$ cat config.mk
export PLATFORM = sky130hd
export DESIGN_NAME = multicycle_controller
export DESIGN_NICKNAME = d
export VERILOG_FILES = /design/src/rtl/riscv_pkg.sv /design/src/rtl/alu_decoder.sv /design/src/rtl/multicycle_controller.sv
export SDC_FILE = /design/constraint.sdc
export NUM_CORES = 1
export LEC_CHECK = 0
export BUFFER_PORTS_ARGS = -buffer_cell sky130_fd_sc_hd__buf_2
export CORE_MARGIN = 10
export CORE_UTILIZATION = 40
export CTS_BUF_LIST = sky130_fd_sc_hd__clkbuf_2
export CTS_CLUSTER_DIAMETER = 40
export DETAILED_ROUTE_END_ITERATION = 10
export PLACE_DENSITY = 0.74
export SYNTH_ARGS = -nofsm -noshare
export SYNTH_HDL_FRONTEND = slang
export SYNTH_SLANG_ARGS = --single-unit
$ cat constraint.sdc
create_clock -name clk -period 1.9 [get_ports clk]
set_clock_uncertainty 0.1 [all_clocks]
set_input_delay 0.19 -clock clk [delete_from_list [all_inputs] [get_ports clk]]
set_output_delay 0.19 -clock clk [all_outputs]
set_load 0.02 [all_outputs]
$ cat src/rtl/riscv_pkg.sv
// Shared opcode, FSM-state and control-encoding definitions for the multicycle core.
// MCCTRL_JALR_EN adds the JALRADR state to the state enum.
package riscv_pkg;

  localparam logic [6:0] OP_LOAD   = 7'b0000011;
  localparam logic [6:0] OP_STORE  = 7'b0100011;
  localparam logic [6:0] OP_RTYPE  = 7'b0110011;
  localparam logic [6:0] OP_ITYPE  = 7'b0010011;
  localparam logic [6:0] OP_BRANCH = 7'b1100011;
  localparam logic [6:0] OP_JAL    = 7'b1101111;
  localparam logic [6:0] OP_JALR   = 7'b1100111;

  typedef enum logic [3:0] {
    S_FETCH,
    S_DECODE,
    S_MEMADR,
    S_MEMREAD,
    S_MEMWB,
    S_MEMWRITE,
    S_EXECR,
    S_EXECI,
    S_ALUWB,
    S_BEQ,
`ifdef MCCTRL_JALR_EN
    S_JAL,
    S_JALRADR
`else
    S_JAL
`endif
  } state_t;

  localparam logic [1:0] RES_ALUOUT    = 2'b00;
  localparam logic [1:0] RES_DATA      = 2'b01;
  localparam logic [1:0] RES_ALURESULT = 2'b10;

  localparam logic [1:0] SRCA_PC    = 2'b00;
  localparam logic [1:0] SRCA_OLDPC = 2'b01;
  localparam logic [1:0] SRCA_RD1   = 2'b10;

  localparam logic [1:0] SRCB_RD2  = 2'b00;
  localparam logic [1:0] SRCB_IMM  = 2'b01;
  localparam logic [1:0] SRCB_FOUR = 2'b10;

  localparam logic [1:0] IMM_I = 2'b00;
  localparam logic [1:0] IMM_S = 2'b01;
  localparam logic [1:0] IMM_B = 2'b10;
  localparam logic [1:0] IMM_J = 2'b11;

  localparam logic [1:0] ALUOP_ADD   = 2'b00;
  localparam logic [1:0] ALUOP_SUB   = 2'b01;
  localparam logic [1:0] ALUOP_FUNCT = 2'b10;

  localparam logic [2:0] ALU_ADD = 3'b000;
  localparam logic [2:0] ALU_SUB = 3'b001;
  localparam logic [2:0] ALU_AND = 3'b010;
  localparam logic [2:0] ALU_OR  = 3'b011;
  localparam logic [2:0] ALU_SLT = 3'b101;

endpackage

$ cat src/rtl/alu_decoder.sv
// ALU-control sub-decoder: maps ALUOp and instruction fields to an ALU operation.
// Purely combinational.
module alu_decoder
  import riscv_pkg::*;
(
  input  logic [1:0] alu_op,
  input  logic [2:0] funct3,
  input  logic       op5,
  input  logic       funct7b5,
  output logic [2:0] alu_control
);

  logic [2:0] funct_ctl;

  always_comb begin
    funct_ctl = ALU_ADD;
    unique case (funct3)
      3'b000:  funct_ctl = (op5 & funct7b5) ? ALU_SUB : ALU_ADD;
      3'b010:  funct_ctl = ALU_SLT;
      3'b110:  funct_ctl = ALU_OR;
      3'b111:  funct_ctl = ALU_AND;
      default: funct_ctl = ALU_ADD;
    endcase
  end

  always_comb begin
    alu_control = ALU_ADD;
    unique case (1'b1)
      alu_op == ALUOP_SUB:   alu_control = ALU_SUB;
      alu_op == ALUOP_FUNCT: alu_control = funct_ctl;
      default:               alu_control = ALU_ADD;
    endcase
  end

endmodule

$ cat src/rtl/multicycle_controller.sv
// Moore-FSM control unit for the multicycle RV32I core.
// Define MCCTRL_JALR_EN to add JALR support via the JALRADR state.
module multicycle_controller
  import riscv_pkg::*;
#(
  parameter bit MEM_HANDSHAKE = 1'b1
) (
  input  logic       clk,
  input  logic       rst,
  input  logic [6:0] op,
  input  logic [2:0] funct3,
  input  logic       funct7b5,
  input  logic       zero,
  input  logic       mem_ready,
  output logic       PCWrite,
  output logic       AdrSrc,
  output logic       MemWrite,
  output logic       IRWrite,
  output logic       RegWrite,
  output logic [1:0] ResultSrc,
  output logic [1:0] ALUSrcA,
  output logic [1:0] ALUSrcB,
  output logic [1:0] ImmSrc,
  output logic [2:0] ALUControl,
  output logic       retire,
  output logic       illegal
);

  state_t     state;
  state_t     next;
  logic       ready;
  logic       pc_update;
  logic       branch;
  logic [1:0] alu_op;
  logic       ir_w;
  logic       mem_w;
  logic       reg_w;
  logic       ret;
  logic       ill;

  assign ready = MEM_HANDSHAKE ? mem_ready : 1'b1;

  always_ff @(posedge clk) begin
    if (rst) state <= S_FETCH;
    else     state <= next;
  end

  always_comb begin
    next      = state;
    pc_update = 1'b0;
    branch    = 1'b0;
    alu_op    = ALUOP_ADD;
    ir_w      = 1'b0;
    mem_w     = 1'b0;
    reg_w     = 1'b0;
    ret       = 1'b0;
    ill       = 1'b0;
    AdrSrc    = 1'b0;
    ResultSrc = RES_ALUOUT;
    ALUSrcA   = SRCA_PC;
    ALUSrcB   = SRCB_RD2;
    unique case (state)
      S_FETCH: begin
        ResultSrc = RES_ALURESULT;
        ALUSrcB   = SRCB_FOUR;
        ir_w      = ready;
        pc_update = ready;
        if (ready) next = S_DECODE;
      end
      S_DECODE: begin
        ALUSrcA = SRCA_OLDPC;
        ALUSrcB = SRCB_IMM;
        unique case (1'b1)
          op == OP_LOAD,
          op == OP_STORE:  next = S_MEMADR;
          op == OP_RTYPE:  next = S_EXECR;
          op == OP_ITYPE:  next = S_EXECI;
          op == OP_BRANCH: next = S_BEQ;
          op == OP_JAL:    next = S_JAL;
`ifdef MCCTRL_JALR_EN
          op == OP_JALR:   next = S_JALRADR;
`endif
          default: begin
            next = S_FETCH;
            ill  = 1'b1;
            ret  = 1'b1;
          end
        endcase
      end
      S_MEMADR: begin
        ALUSrcA = SRCA_RD1;
        ALUSrcB = SRCB_IMM;
        next    = op[5] ? S_MEMWRITE : S_MEMREAD;
      end
      S_MEMREAD: begin
        AdrSrc = 1'b1;
        if (ready) next = S_MEMWB;
      end
      S_MEMWB: begin
        ResultSrc = RES_DATA;
        reg_w     = 1'b1;
        ret       = 1'b1;
        next      = S_FETCH;
      end
      S_MEMWRITE: begin
        AdrSrc = 1'b1;
        mem_w  = 1'b1;
        ret    = ready;
        if (ready) next = S_FETCH;
      end
      S_EXECR: begin
        ALUSrcA = SRCA_RD1;
        alu_op  = ALUOP_FUNCT;
        next    = S_ALUWB;
      end
      S_EXECI: begin
        ALUSrcA = SRCA_RD1;
        ALUSrcB = SRCB_IMM;
        alu_op  = ALUOP_FUNCT;
        next    = S_ALUWB;
      end
      S_ALUWB: begin
        reg_w = 1'b1;
        ret   = 1'b1;
        next  = S_FETCH;
      end
      S_BEQ: begin
        ALUSrcA = SRCA_RD1;
        alu_op  = ALUOP_SUB;
        branch  = 1'b1;
        ret     = 1'b1;
        next    = S_FETCH;
      end
      S_JAL: begin
        ALUSrcA   = SRCA_OLDPC;
        ALUSrcB   = SRCB_FOUR;
        pc_update = 1'b1;
        next      = S_ALUWB;
      end
`ifdef MCCTRL_JALR_EN
      S_JALRADR: begin
        ALUSrcA = SRCA_RD1;
        ALUSrcB = SRCB_IMM;
        next    = S_JAL;
      end
`endif
      default: next = S_FETCH;
    endcase
    // Reset overrides: no writes, muxes parked at their fetch settings
    if (rst) begin
      pc_update = 1'b0;
      branch    = 1'b0;
      ir_w      = 1'b0;
      mem_w     = 1'b0;
      reg_w     = 1'b0;
      ret       = 1'b0;
      ill       = 1'b0;
      alu_op    = ALUOP_ADD;
      AdrSrc    = 1'b0;
      ResultSrc = RES_ALURESULT;
      ALUSrcA   = SRCA_PC;
      ALUSrcB   = SRCB_FOUR;
    end
  end

  assign PCWrite  = pc_update | (branch & zero);
  assign IRWrite  = ir_w;
  assign MemWrite = mem_w;
  assign RegWrite = reg_w;
  assign retire   = ret;
  assign illegal  = ill;

  always_comb begin
    ImmSrc = IMM_I;
    unique case (1'b1)
      op == OP_STORE:  ImmSrc = IMM_S;
      op == OP_BRANCH: ImmSrc = IMM_B;
      op == OP_JAL:    ImmSrc = IMM_J;
      default:         ImmSrc = IMM_I;
    endcase
  end

  alu_decoder u_alu_dec (
    .alu_op      (alu_op),
    .funct3      (funct3),
    .op5         (op[5]),
    .funct7b5    (funct7b5),
    .alu_control (ALUControl)
  );

endmodule

== Word level (Yosys, flattened, before mapping) ==
Index checks and enable logic that the tools add are counted.
W data, S select, Z words.
Word-level totals
  flip-flop bits (word level): 4
  output and inout port bits: 18
  word-level logic and storage cells: 77
Cells by class
  eq/ne operators: 24
  mux-type cells: 35
  bitwise operators: 3
  reduce and logical (&&, ||, !) cells: 14
Operators by type and width (number)
  $pmux W4 S6: 1
  $pmux W4 S5: 1
  $eq A4 B3 Y1 const B: 4
  $mux W1: 16
  $pmux W2 S2: 4
  $eq A7 B6 Y1 const B: 2
  $eq A7 B7 Y1 const B: 2
  $eq A4 B4 Y1 const B: 3
  $mux W4: 3
  $pmux W3 S4: 1
  $reduce_or A2 Y1: 6
  $reduce_or A3 Y1: 3
  $eq A4 B2 Y1 const B: 2
  $mux W2: 4
  $eq A7 B2 Y1 const B: 1
  $eq A7 B5 Y1 const B: 1
  $eq A3 B3 Y1 const B: 2
  $ne A2 B2 Y1 const B: 3
  $pmux W2 S3: 1
  $pmux W3 S2: 1
  $reduce_or A6 Y1: 1
  $eq A4 B1 Y1 const B: 1
  $logic_not A4 Y1: 1
  $reduce_or A4 Y1: 1
  10 further kinds: 11

== Longest topological paths before layout ==
  word-level depth: 6
  depth in mapped cells: 8
  mapped depth without buffers: 7

== Hierarchy ==
From an unflattened synthesis, not the netlist that was laid out.
Second synthesis, totals
  cell total of the unflattened synthesis: 107
  area total of the unflattened synthesis: 706.9 µm²
Modules (own cells, without submodules)
  multicycle_controller: times used 1, cells each 96, area each 623.1 µm², sequential area each 80.1 µm²
  alu_decoder: times used 1, cells each 11, area each 83.8 µm², sequential area each 0.0 µm²

== Worst setup path before layout ==
No wires, ideal clock.
  kind: flip-flop to output port
  start point: register state[1]
  end point: output port ALUControl[2]
  arrival time: 1.763 ns
  required time: 1.610 ns
  setup slack: -0.153 ns
  cell stages (with the launch flop): 9
  path buffers: 1
  cell sequence: dfxtp_1 buf_2 nor2_1 nand3_1 nor2_1 inv_1 ha_1 nand4b_1 nor2_1
Between the ends
  cells in the longest elaborated chain, start to end: 6
RTL lines
  start, declared: RTL line multicycle_controller.sv:29  | state_t state;
  start signal, assigned: RTL line multicycle_controller.sv:45  | else state <= next;
  $eq A4 B3 Y1: RTL line multicycle_controller.sv:62  | unique case (state)
  $reduce_or A2 Y1 (no line)
  $pmux W2 S2 *: RTL line multicycle_controller.sv:62
  $mux W2 *: RTL line multicycle_controller.sv:150  | if (rst) begin
  $eq A2 B2 Y1 / $eq A2 B1 Y1 (equally long branches): RTL line alu_decoder.sv:30, alu_decoder.sv:29
  $pmux W3 S2 *: RTL line alu_decoder.sv:28  | unique case (1'b1)
  end, declared: RTL line multicycle_controller.sv:24  | output logic [2:0] ALUControl,
Mark *: on every way between the ends. The rest lies on a longest branch, timed or not.

== Worst setup path after layout ==
  start point: register state[0]
  end point: output port retire
Between the ends
  cells in the longest elaborated chain, start to end: 4
RTL lines
  $eq A4 B4 Y1 / $eq A4 B3 Y1 (equally long branches): RTL line multicycle_controller.sv:62
  $reduce_or A3 Y1 (no line)
  $pmux W1 S3 *: RTL line multicycle_controller.sv:62
  $mux W1 *: RTL line multicycle_controller.sv:150
  end, declared: RTL line multicycle_controller.sv:25  | output logic retire,
Marks and branches as above.

==> results.yml <==
global_routing:
  grt_pass1_vias: 947
  grt_start_max_net_pins: 17
  grt_pass1_wl_um: 4280
  grt_use_total: 0.124
  grt_overflow: 0
  antenna_found_initial: 0
die:
  die_width_um: 63.5
  initial_utilization: 0.430
  rows: 15
  die_area_um2: 4040
  coreArea_um2: 1760
  ios: 33
  die_h_um: 63.5
run_status:
  status: "finished with violations"
  violations: "negative setup slack"
synth:
  yosys.area.top_type: "dfxtp_1"
  synth_simple_gate_area_frac: 0.422
  ys_warn_count: 0
  synth_compound_area_frac: 0.294
  synth_seq_cells: 4
  syn_area_um2: 758
  syn_nets: 124
  ys_types: 42
  synth_top_area_share: 0.106
  synthTopCellsByCount: "nor2_1 (13), buf_2 (7), inv_1 (7), nor3_1 (7)"
  synth_area_per_cell_um2: 7.09
  synth_top_family_by_area: "simple AND/OR/NAND/NOR gates"
  netlist_instances: 107
  synth_xor_area_frac: 0.0347
  synth_most_common_cell: "nor2_1"
  ys_seq_area_frac: 0.106
  synth_area_leaders: "dfxtp_1 (11%), nor2_1 (6.4%), buf_2 (4.6%), nor3_1 (4.6%), a21oi_1 (4.0%)"
  async_flop_share: 0
  yosys.area_share.adder: 0.0330
  synth_flop_cell: "dfxtp_1"
  synth_edf_count: 0
  muxShareOfSynthArea: 0
pwr:
  irDropWorstVdd_mv: 0.394
  p_clk_frac: 0.262
  power_frac_seq: 0.280
  leakagePower_nw: 0.507
  intPower_uw: 192
  pwr-share-comb: 0.457
  switching_share: 0.377
  p_per_area_nw_per_um2: 262
  p_switching_uw: 116
critical_path:
  worstPathCellList: "buf_12 > nand2b_4 > or4_4 > nor3_4 > a21o_1 > buf_6"
  slowest_stage: "or4_4"
  worstSetupStartpointType: "flop"
  worstPathMaxFanout: 2
  worstPathArrival_ns: 1.65
  end_kind: "primary output"
  worstPathRequired_ns: 1.61
  path_class: "flop to primary output"
  max_stage_delay_ns: 0.55
drt:
  first_pass_iters: 4
  drt_iter0_markers: 28
  routed_wl_um: 2580
  drc: 0
  postRouteAntennaNets: 0
  wire_per_inst_um: 14.9
  via_count: 945
  vias_per_cell: 5.43
sta:
  period_share: 1.02
  worst-slew-pin-transition_ns: 0.422
  period_needed_ns: 1.94
  setup_slack_ns: -0.0422
  timing.hold.ws_ns: 0.178
  rsz0062_at_grt: "yes"
  finalSetupViolations: 3
  fin_setup_tns_ns: -0.0634
  hold_violations: 0
  max_slew_margin: 0.717
  final_max_slew_viol_count: 0
  timing.fmax_ghz: 0.515
cts:
  root_buffer: "clkbuf_2"
  cts-htree-levels: 1
  cts_sinks: 4
  cts_tree: "done"
  cts_made_buffers: 3
  clkTransAtPathRegs_ns: 0.05
  hold_buffers: 0
  clockBufferDepth: 2
  clk_latency_ns: 0.21
run:
  maxCapViolations: 0
place:
  port_buffers: 32
  place_inst: 165
  gp_congestion: 0.841
  hpwl_um: 1960
cells_and_area:
  stdcell_count: 174
  num_antenna_cells: 0
  top_register: "state"
  largest_reg_flops: 4
  top_regs: "state x4"
  layout-drive-gt1-share: 0.490
  fin_nets: 168
  syn_to_final_growth_pct: 54.8
hold_path:
  min_path_type: "input pin to flop"
## stage by stage
stage	utilization	total power [mW]	worst slack [ns]	instance area, um^2
floorplan	-	0.167	0.0114	783
global placement	0.577	0.213	0.0833	1020
detailed placement	0.577	0.216	0.0182	1020
CTS	0.648	0.304	-0.0269	1140
global route	0.665	0.328	-0.0954	1170
finish	0.665	0.308	-0.0422	1170
## final timing paths
check                start        to  slack, ns  cells after the start
setup / recovery  state[0]    retire      -0.04                      6
hold / removal         rst  state[3]       0.18                      2
setup reg to reg  state[1]  state[2]      -0.02                      6
hold reg to reg   state[2]  state[1]       0.58                      2
## power groups by stage
stage               Clock, mW  Sequential [mW]  Combinational, mW
finish                 0.0807           0.0863              0.141
global placement            0           0.0899              0.123
detailed placement          0           0.0899              0.126
global route           0.0877           0.0862              0.154
floorplan                   0           0.0880             0.0785
CTS                    0.0799           0.0863              0.138
## cell type report
type / count / area, um^2
Sequential cell: 4 / 90.1
Fill cell: 158 / 591
Multi-Input combinational cell: 86 / 648
Clock buffer: 3 / 15.0
Tap cell: 25 / 31.3
Inverter: 7 / 26.3
Timing Repair Buffer: 49 / 363
## layer usage
metal	share of wire	track usage	vias up
li1	-	-	478
met1	0.45	0.158	438
met2	0.49	0.197	27
met3	0.058	0.0406	2
met4	0.0019	0.0191	0
met5	0	0	-
## logic make-up after synthesis
| family | Yosys count |
|---|---|
| and+or+nand+nor | 51 |
| AOI/OAI and AO/OA | 30 |
| adders and majority gates | 2 |
| xor gates and xnor gates | 3 |
| DFF | 4 |
| buffers and inverters | 17 |
## cell usage in the layout, fill, tap and decap left out, drive strengths merged, types with 2 or more instances in the layout
cell type	netlist	layout
a2111oi	2	2
a21o	4	4
a21oi	6	6
a2bb2oi	2	2
a31oi	2	2
and2	2	2
and4b	2	2
buf	9	48
clkbuf	1	3
dfxtp	4	4
ha	2	2
inv	7	7
nand2	4	4
nand2b	4	4
nand3	3	3
nor2	13	13
nor2b	3	3
nor3	8	8
nor3b	2	2
nor4	3	3
nor4b	2	2
o21ai	6	6
xnor2	3	3
## critical path, delay by kind of cell, from the launching register on
kind | cells | cell delay [ns]
AO/OA/AOI/OAI | 1 | 0.12
buffers and inverters | 2 | 0.21
flip-flops | 1 | 0.35
AND/OR/NAND/NOR | 3 | 0.76
## timing repair
item | in CTS | in global routing
gates resized for setup | 14 | 7
cloned | 1 | 0
pin swaps | 6 | 0
setup buffers | 4 | 1
setup endpoints to repair | 4 | 5
No activity file was read; power rests on OpenSTA's default activity.
